[src/rtl/b2h_lane_arbiter_if.sv]
// Handshake bundle between the breakout-to-host lane arbiter, its three requesters and the serializer.
// The slave modport is the arbiter side; the master modport is the requester/serializer side.
interface b2h_lane_arbiter_if #(
    parameter int WORD_W = 12
);
    logic              i_lane_ready;
    logic [2:0]        i_req_valid;
    logic [WORD_W-1:0] i_req0_data;
    logic [WORD_W-1:0] i_req1_data;
    logic [WORD_W-1:0] i_req2_data;
    logic [2:0]        o_req_ready;
    logic [WORD_W-1:0] o_word;
    logic [1:0]        o_tag;
    logic              o_word_valid;
    logic [15:0]       o_starve_cnt;

    modport slave (
        input  i_lane_ready,
        input  i_req_valid,
        input  i_req0_data,
        input  i_req1_data,
        input  i_req2_data,
        output o_req_ready,
        output o_word,
        output o_tag,
        output o_word_valid,
        output o_starve_cnt
    );

    modport master (
        output i_lane_ready,
        output i_req_valid,
        output i_req0_data,
        output i_req1_data,
        output i_req2_data,
        input  o_req_ready,
        input  o_word,
        input  o_tag,
        input  o_word_valid,
        input  o_starve_cnt
    );
endinterface

[src/rtl/b2h_lane_arbiter.sv]
// Shares one breakout-to-host lane between ch0 (DI samples), ch1 (power/button) and ch2 (Harp time).
// Optional macro B2H_ARB_CHANGE_ONLY_EN: ch1 is sent only when its data changes or the refresh interval expires.
module b2h_lane_arbiter #(
    parameter int                WORD_W        = 12,
    parameter int                MAX_BURST     = 4,
    parameter logic [WORD_W-1:0] IDLE_WORD     = '0,
    parameter int                REFRESH_SLOTS = 1024
) (
    input  logic              i_clk,
    input  logic              i_reset_n,
    b2h_lane_arbiter_if.slave bus
);
    localparam int BURST_W = (MAX_BURST > 0) ? $clog2(MAX_BURST + 1) : 1;
    localparam logic [BURST_W-1:0] BURST_LIMIT = BURST_W'(MAX_BURST);

    typedef enum logic [1:0] {
        GRANT_CH0  = 2'd0,
        GRANT_CH1  = 2'd1,
        GRANT_CH2  = 2'd2,
        GRANT_IDLE = 2'd3
    } grant_e;

    grant_e             grant;
    grant_e             rr_ptr;
    logic [BURST_W-1:0] burst;
    logic               ch1_eligible;
    logic [WORD_W-1:0]  sel_word;
    logic [2:0]         ready;
    logic [WORD_W-1:0]  word_q;
    logic [1:0]         tag_q;
    logic               word_valid_q;
    logic [15:0]        starve_q;

`ifdef B2H_ARB_CHANGE_ONLY_EN
    localparam int REFRESH_W = $clog2(REFRESH_SLOTS + 1);

    logic [WORD_W-1:0]    last_sent1;
    logic [REFRESH_W-1:0] refresh_cnt;

    assign ch1_eligible = bus.i_req_valid[1] &&
                          ((bus.i_req1_data != last_sent1) ||
                           (refresh_cnt >= REFRESH_W'(REFRESH_SLOTS)));

    // The granting strobe counts as the first slot of the new refresh interval.
    always_ff @(posedge i_clk) begin
        if (!i_reset_n) begin
            last_sent1  <= '0;
            refresh_cnt <= '0;
        end else if (bus.i_lane_ready) begin
            if (grant == GRANT_CH1) begin
                last_sent1  <= bus.i_req1_data;
                refresh_cnt <= REFRESH_W'(1);
            end else if (refresh_cnt < REFRESH_W'(REFRESH_SLOTS)) begin
                refresh_cnt <= refresh_cnt + REFRESH_W'(1);
            end
        end
    end
`else
    assign ch1_eligible = bus.i_req_valid[1];
`endif

    always_comb begin
        grant = GRANT_IDLE;
        if (bus.i_req_valid[0] &&
            ((burst < BURST_LIMIT) || !(ch1_eligible || bus.i_req_valid[2]))) begin
            grant = GRANT_CH0;
        end else if (ch1_eligible && bus.i_req_valid[2]) begin
            grant = rr_ptr;
        end else if (ch1_eligible) begin
            grant = GRANT_CH1;
        end else if (bus.i_req_valid[2]) begin
            grant = GRANT_CH2;
        end
    end

    always_comb begin
        ready    = 3'b000;
        sel_word = IDLE_WORD;
        case (grant)
            GRANT_CH0: begin
                ready    = 3'b001;
                sel_word = bus.i_req0_data;
            end
            GRANT_CH1: begin
                ready    = 3'b010;
                sel_word = bus.i_req1_data;
            end
            GRANT_CH2: begin
                ready    = 3'b100;
                sel_word = bus.i_req2_data;
            end
            default: begin
                ready    = 3'b000;
                sel_word = IDLE_WORD;
            end
        endcase
        if (!(bus.i_lane_ready && i_reset_n)) begin
            ready = 3'b000;
        end
    end

    // A reset cycle drops any strobe, so the slot in flight never produces a pulse.
    always_ff @(posedge i_clk) begin
        if (!i_reset_n) begin
            word_q       <= '0;
            tag_q        <= 2'b11;
            word_valid_q <= 1'b0;
            starve_q     <= '0;
            burst        <= '0;
            rr_ptr       <= GRANT_CH1;
        end else if (bus.i_lane_ready) begin
            word_q       <= sel_word;
            tag_q        <= grant;
            word_valid_q <= 1'b1;
            case (grant)
                GRANT_CH0: begin
                    if (burst < BURST_LIMIT) begin
                        burst <= burst + BURST_W'(1);
                    end
                end
                GRANT_CH1, GRANT_CH2: begin
                    burst  <= '0;
                    rr_ptr <= (grant == GRANT_CH1) ? GRANT_CH2 : GRANT_CH1;
                    if (bus.i_req_valid[0] && (starve_q != 16'hFFFF)) begin
                        starve_q <= starve_q + 16'd1;
                    end
                end
                default: begin
                    burst <= '0;
                end
            endcase
        end else begin
            word_valid_q <= 1'b0;
        end
    end

    assign bus.o_req_ready  = ready;
    assign bus.o_word       = word_q;
    assign bus.o_tag        = tag_q;
    assign bus.o_word_valid = word_valid_q;
    assign bus.o_starve_cnt = starve_q;
endmodule

[src/flat_wrapper.sv]
// flat-port wrapper written by rule: the top's interface ports become plain ports
module b2h_lane_arbiter_flat 
#(
    parameter int                WORD_W        = 12,
    parameter int                MAX_BURST     = 4,
    parameter logic [WORD_W-1:0] IDLE_WORD     = '0,
    parameter int                REFRESH_SLOTS = 1024
)
  (i_clk, i_reset_n, bus_i_lane_ready, bus_i_req_valid, bus_i_req0_data, bus_i_req1_data, bus_i_req2_data, bus_o_req_ready, bus_o_word, bus_o_tag, bus_o_word_valid, bus_o_starve_cnt);
  b2h_lane_arbiter_if #(.WORD_W(WORD_W)) bus_i ();
  input  logic i_clk;
  input  logic i_reset_n;
  input wire logic [$bits(bus_i.i_lane_ready)-1:0] bus_i_lane_ready;
  input wire logic [$bits(bus_i.i_req_valid)-1:0] bus_i_req_valid;
  input wire logic [$bits(bus_i.i_req0_data)-1:0] bus_i_req0_data;
  input wire logic [$bits(bus_i.i_req1_data)-1:0] bus_i_req1_data;
  input wire logic [$bits(bus_i.i_req2_data)-1:0] bus_i_req2_data;
  output wire logic [$bits(bus_i.o_req_ready)-1:0] bus_o_req_ready;
  output wire logic [$bits(bus_i.o_word)-1:0] bus_o_word;
  output wire logic [$bits(bus_i.o_tag)-1:0] bus_o_tag;
  output wire logic [$bits(bus_i.o_word_valid)-1:0] bus_o_word_valid;
  output wire logic [$bits(bus_i.o_starve_cnt)-1:0] bus_o_starve_cnt;
  assign bus_i.i_lane_ready = bus_i_lane_ready;
  assign bus_i.i_req_valid = bus_i_req_valid;
  assign bus_i.i_req0_data = bus_i_req0_data;
  assign bus_i.i_req1_data = bus_i_req1_data;
  assign bus_i.i_req2_data = bus_i_req2_data;
  assign bus_o_req_ready = bus_i.o_req_ready;
  assign bus_o_word = bus_i.o_word;
  assign bus_o_tag = bus_i.o_tag;
  assign bus_o_word_valid = bus_i.o_word_valid;
  assign bus_o_starve_cnt = bus_i.o_starve_cnt;
  b2h_lane_arbiter #(.WORD_W(WORD_W), .MAX_BURST(MAX_BURST), .IDLE_WORD(IDLE_WORD), .REFRESH_SLOTS(REFRESH_SLOTS)) u_core (.i_clk(i_clk), .i_reset_n(i_reset_n), .bus(bus_i));
endmodule
[config.mk]
export PLATFORM = sky130hd
export DESIGN_NAME = b2h_lane_arbiter_flat
export DESIGN_NICKNAME = d
export VERILOG_FILES = /design/src/rtl/b2h_lane_arbiter_if.sv /design/src/rtl/b2h_lane_arbiter.sv /design/src/flat_wrapper.sv
export SDC_FILE = /design/constraint.sdc
export NUM_CORES = 1
export LEC_CHECK = 0
export ABC_AREA = 1
export CAP_MARGIN = 20
export CORE_MARGIN = 5
export CORE_UTILIZATION = 50
export CTS_BUF_LIST = sky130_fd_sc_hd__clkbuf_8
export CTS_CLUSTER_SIZE = 28
export DETAILED_ROUTE_END_ITERATION = 12
export PLACE_DENSITY = 0.89
export SYNTH_ARGS = -nofsm -noshare
export SYNTH_HDL_FRONTEND = slang
export SYNTH_SLANG_ARGS = --single-unit
[constraint.sdc]
create_clock -name i_clk -period 4.7 [get_ports i_clk]
set_clock_uncertainty 0.1 [all_clocks]
set_input_delay 0.705 -clock i_clk [delete_from_list [all_inputs] [get_ports i_clk]]
set_output_delay 0.705 -clock i_clk [all_outputs]
set_load 0.02 [all_outputs]
=== Word level (Yosys, flattened, before mapping) ===
Index checks and enable logic that the tools add are counted.

* Register bits after elaboration: 36
* Input port bits: 42
* Output and inout port bits: 34
* Word-level logic and storage cells: 36

* Add/subtract/negate cells: 2
* Magnitude comparators: 1
* Equal/unequal tests: 4
* Multiplexer cells: 11
* Reduce and logical (&&, ||, !) cells: 12

{| class="wikitable"
|+ Operator list
! operator !! count
|-
| $pmux 12 s3 || 1
|-
| $add 16x1->16 const B || 1
|-
| $ne 16x16->1 const B || 1
|-
| $mux 3 || 3
|-
| $pmux 3 s3 || 1
|-
| $mux 2 || 4
|-
| $logic_and 1x1->1 || 4
|-
| $reduce_and 2->1 || 2
|-
| $add 3x1->3 const B || 1
|-
| $lt 3x3->1 const B || 1
|-
| $reduce_and 3->1 || 1
|-
| $eq 2x1->1 const B || 1
|-
| $eq 2x2->1 const B || 1
|-
| $logic_not 2->1 || 1
|-
| $logic_or 1x1->1 || 2
|-
| $mux 1 || 2
|-
| $ne 2x1->1 const B || 1
|-
| $reduce_or 2->1 || 1
|-
| $logic_not 1->1 || 1
|}

=== Logic depth before layout (Yosys ltp) ===
* Depth after elaboration: 8
* Gate-level depth with buffers: 14
* Mapped depth without buffers: 13

=== Least setup slack after synthesis ===
OpenSTA, ideal clock, no wires.

* Path type: input-to-output
* From: input port bus_i_req_valid[0]
* To: output port bus_o_req_ready[2]
* Arrival: 1.930 ns
* Data required time: 3.895 ns
* Setup slack: 1.965 ns
* Stages: 8
* Path buffers: 2
* Cells stage by stage: buf_4 nand2_1 nand2_1 inv_1 ha_1 clkbuf_1 inv_1 nor2_1

* Cells in the longest elaborated chain, start to end: 5
* Elaborated cells on any way between the ends: 7
* Classes of those cells: eq/ne: 2; mux: 3; reduce/logical: 2

{| class="wikitable"
|+ RTL lines
! what !! RTL line !! RTL
|-
| start: declaration || flat_wrapper.sv:14 || <nowiki>input wire logic [$bits(bus_i.i_req_valid)-1:0] bus_i_req_valid;</nowiki>
|-
| $logic_and 1x1->1 * || b2h_lane_arbiter.sv:64 || <nowiki>if (bus.i_req_valid[0] &&</nowiki>
|-
| $mux 2 * || b2h_lane_arbiter.sv:64 ||
|-
| via u_core.grant[1] || b2h_lane_arbiter.sv:23 || <nowiki>grant_e grant;</nowiki>
|-
| $eq 2x2->1, or another cell as far along || b2h_lane_arbiter.sv:79 || <nowiki>case (grant)</nowiki>
|-
| $pmux 3 s3 * || b2h_lane_arbiter.sv:79 ||
|-
| $mux 3 * || b2h_lane_arbiter.sv:97 || <nowiki>if (!(bus.i_lane_ready && i_reset_n)) begin</nowiki>
|-
| end: declaration || flat_wrapper.sv:18 || <nowiki>output wire logic [$bits(bus_i.o_req_ready)-1:0] bus_o_req_ready;</nowiki>
|}

Mark *: on every way through the listed nets, which the timed path passes. The rest lies on a longest branch.

=== Worst setup path after layout ===
Ends and elaborated chain as after synthesis.

==> impl_metrics.py <==
metrics = {
    "synthesis": {
        "synth_area_mm2": 0.00207,
        "synth-seq-area-share_pct": 34.8,
        "synth_commonest_cells": "108 x nand2_1, 39 x nor2_1, 36 x dfxtp_1, 36 x inv_1, 33 x nand3_1",
        "synth-main-ff-cell": "dfxtp_1",
        "yosysUniqueCellTypes": 26,
        "ys_warn_count": 0,
        "avgSynthCellArea_um2": 6.41,
        "syn_nets": 372,
        "synthCells": 323,
        "ys_seq_elements": 36,
        "synth_most_common_cell": "nand2_1",
        "synth-edff-count": 0,
        "synth_top_area_share_pct": 34.8,
        "synthTopCellsByArea": "dfxtp_1 35%, nand2_1 20%, nand3_1 8.0%, nor2_1 7.1%, inv_1 6.5%",
        "yosysTopAreaCell": "dfxtp_1",
        "async_reset_ff_share_pct": 0,
    },
    "worst_setup_path": {
        "reg2reg_depth": 11,
        "max_stage_delay_ns": 0.61,
        "critPathTopFamily": "buffers and inverters",
        "arrival_ns": 3.00,
        "crit_slowest_cell": "clkdlybuf4s50_1",
        "path_cells": "clkdlybuf4s50_1, nand2_1, nand2_1, inv_1, ha_1, inv_1, nor2_1, clkdlybuf4s50_1",
        "cp-end-kind": "output port",
        "worstReg2RegStart": "u_core.burst[2]$_SDFFE_PN0P_",
        "timing.rr.end": "u_core.bus.o_starve_cnt[14]$_SDFFE_PN0P_",
        "crit_buf_inv": 4,
        "required_ns": 3.89,
        "crit_type": "in2out",
        "cp_max_fo": 13,
        "rrSetupSlack_ns": 2.42,
        "start_kind": "primary input",
    },
    "routing": {
        "first_iter_violations": 146,
        "wire_per_inst_um": 12.1,
        "drc": 0,
        "drtAntennaViolNets": 0,
        "drt-pass1-iter-count": 4,
        "via_per_inst": 4.94,
        "wl_um": 5390,
        "routed-via-count": 2209,
    },
    "power": {
        "p_seq_share_pct": 46.5,
        "pwr-share-comb_pct": 21.1,
        "ir_worst_vdd_mv": 0.172,
        "p_int_w": 0.000505,
        "p_sw_share_pct": 27.8,
        "p_total_w": 0.000700,
        "p_leak_nw": 1.25,
        "clock_power_share_pct": 32.4,
        "p_per_area_mw_per_mm2": 240,
        "p_sw_w": 0.000195,
    },
    "timing": {
        "worst_pin_slew_ns": 0.819,
        "relSlewSlack_pct": 45.2,
        "fmax_mhz": 263,
        "rsz0062_at_grt": "no",
        "finalCritPeriodShare_pct": 81.0,
        "min_period_ns": 3.81,
        "finalHoldViolCount": 0,
        "setup_tns_ns": 0,
        "finalSetupViolCount": 0,
        "drv_slew": 0,
    },
    "clock_network": {
        "htreeDepth": 2,
        "cts_resized": 0,
        "cts.path.max_buffers": 2,
        "clk_pin_slew_ns": 0.07,
        "clockRootBuffer": "clkbuf_8",
        "cts_tree": "yes",
        "ctsHoldBuffers": 0,
        "clock_sinks": 36,
        "cts_made_buffers": 5,
        "postCtsSetupBuffers": 0,
        "worstSkewPairLatency_ns": 0.29,
    },
    "floorplanning": {
        "die_y_um": 74.3,
        "die_area_mm2": 0.00553,
        "num_rows": 23,
        "io_pins": 76,
        "start_util_pct": 51.7,
        "core_mm2": 0.00400,
        "die_x_um": 74.3,
    },
    "place": {
        "place_congestion": 0.779,
        "dp_hpwl_um": 4030,
        "io_buffers": 75,
    },
    "finish": {
        "syn2layout_area_growth_pct": 40.7,
        "fillers": 325,
        "drive_above_1_share_pct": 6.30,
        "nets": 445,
        "num_antenna_cells": 0,
    },
    "hold_path": {
        "hold_class": "reg2reg",
        "min_path_cells": 2,
        "holdPathEnd": "u_core.rr_ptr[1]$_SDFFE_PN0P_",
        "worstHoldStart": "u_core.rr_ptr[1]$_SDFFE_PN0P_",
    },
    "global_route": {
        "grt_pass1_wl_um": 8540,
        "grt_busiest_layer": "met2",
        "grt_pass1_vias": 2114,
        "met1_usage_pct": 20.7,
        "grt_util_met3_pct": 9.32,
        "grt_start_max_net_pins": 20,
        "grt.total_usage_pct": 20.2,
        "grt-ovfl-total": 0,
        "antenna_found_initial": 0,
        "met2_usage_pct": 35.1,
    },
    "flow_run": {
        "maxCapViolations": 0,
    },
    "outcome": {
        "outcome": "finished clean",
    },
}
==> logic make-up after synthesis <==
| family | count (synthesis) | synth area share (%) |
|---|---|---|
| AO/OA/AOI/OAI | 33 | 8.59 |
| XOR/XNOR | 1 | 0.423 |
| adder cells (fa/ha/maj) | 7 | 4.23 |
| buffers and inverters | 50 | 10.7 |
| flip-flops | 36 | 34.8 |
| AND/OR/NAND/NOR | 196 | 41.2 |
==> layout by cell type, fill, tap and decap left out, types with 3 or more instances in the layout <==
master | Yosys | final
nor2_1 | 39 | 39
nand3_2 | 4 | 4
a21oi_1 | 24 | 24
nand3_1 | 33 | 33
nor2_4 | 4 | 4
clkbuf_8 | 1 | 6
ha_1 | 7 | 7
nand2_1 | 108 | 108
nor3_1 | 3 | 3
o21ai_0 | 5 | 5
nand2_2 | 3 | 3
inv_1 | 36 | 38
clkdlybuf4s50_1 | 0 | 75
dfxtp_1 | 36 | 36
==> routing by layer <==
metal  part of all wire (%)  vias up
li1                       -     1148
met1                     40      979
met2                     48       72
met3                     10       10
met5                      0        -
met4                    1.6        0
==> worst max-delay path by stage <==
| stage | cells past startpoint | slack [ns] | startpoint | end |
|---|---|---|---|---|
| after detailed placement | 8 | 0.93 | bus_i_req_valid[0] | bus_o_req_ready[2] |
| after global placement | 8 | 1.02 | bus_i_req_valid[0] | bus_o_req_ready[2] |
| final | 8 | 0.89 | bus_i_req_valid[0] | bus_o_req_ready[2] |
| after floorplan | 8 | 1.96 | bus_i_req_valid[0] | bus_o_req_ready[2] |
| after global routing | 8 | 0.74 | bus_i_req_valid[0] | bus_o_req_ready[2] |
| after CTS | 8 | 0.90 | bus_i_req_valid[0] | bus_o_req_ready[2] |
==> cell type report <==
type	count	area, µm²	share of cell area, %
clock buffers	6	82.6	2.84
flip-flops and latches	36	721	24.7
multi-input cells	237	1130	38.7
well taps	50	62.6	2.15
repair buffers	77	766	26.3
clock inverters	2	7.51	0.258
inverters	39	146	5.03
==> power by group through the flow <==
| stage | sequential (W) | combinational, W | clock, W |
|---|---|---|---|
| after floorplan | 0.000345 | 0.0000664 | 0 |
| after global placement | 0.000332 | 0.000145 | 0 |
| after detailed placement | 0.000333 | 0.000148 | 0 |
| after CTS | 0.000326 | 0.000149 | 0.000231 |
| after global routing | 0.000327 | 0.000163 | 0.000244 |
| final | 0.000326 | 0.000148 | 0.000227 |
==> worst min-delay path, delay by kind of cell (launching register included) <==
family                 cells  cell delay, ns
buffers and inverters      1            0.06
flip-flops                 1            0.30
AO/OA/AOI/OAI              1            0.06
==> through the flow <==
stage | worst slack [ns] | hold slack [ns] | area [µm²] | cells | util (%)
detailed placement | 0.934 | 0.354 | 2820 | 439 | 70.6
global placement | 1.02 | 0.345 | 2820 | 439 | 70.6
finish | 0.893 | 0.366 | 2910 | 447 | 72.8
global route | 0.743 | 0.382 | 2910 | 447 | 72.8
CTS | 0.898 | 0.365 | 2910 | 447 | 72.8
floorplan | 1.96 | 0.327 | 2070 | 323 | -
==> sequential cells by signal, indices dropped and copies added, names as in the netlist <==
name	count
u_core.bus.o_word_valid	1
u_core.bus.o_tag	2
u_core.bus.o_starve_cnt	16
u_core.burst	3
u_core.rr_ptr	2
u_core.bus.o_word	12
Note: power is estimated with default switching activity, not from simulation.
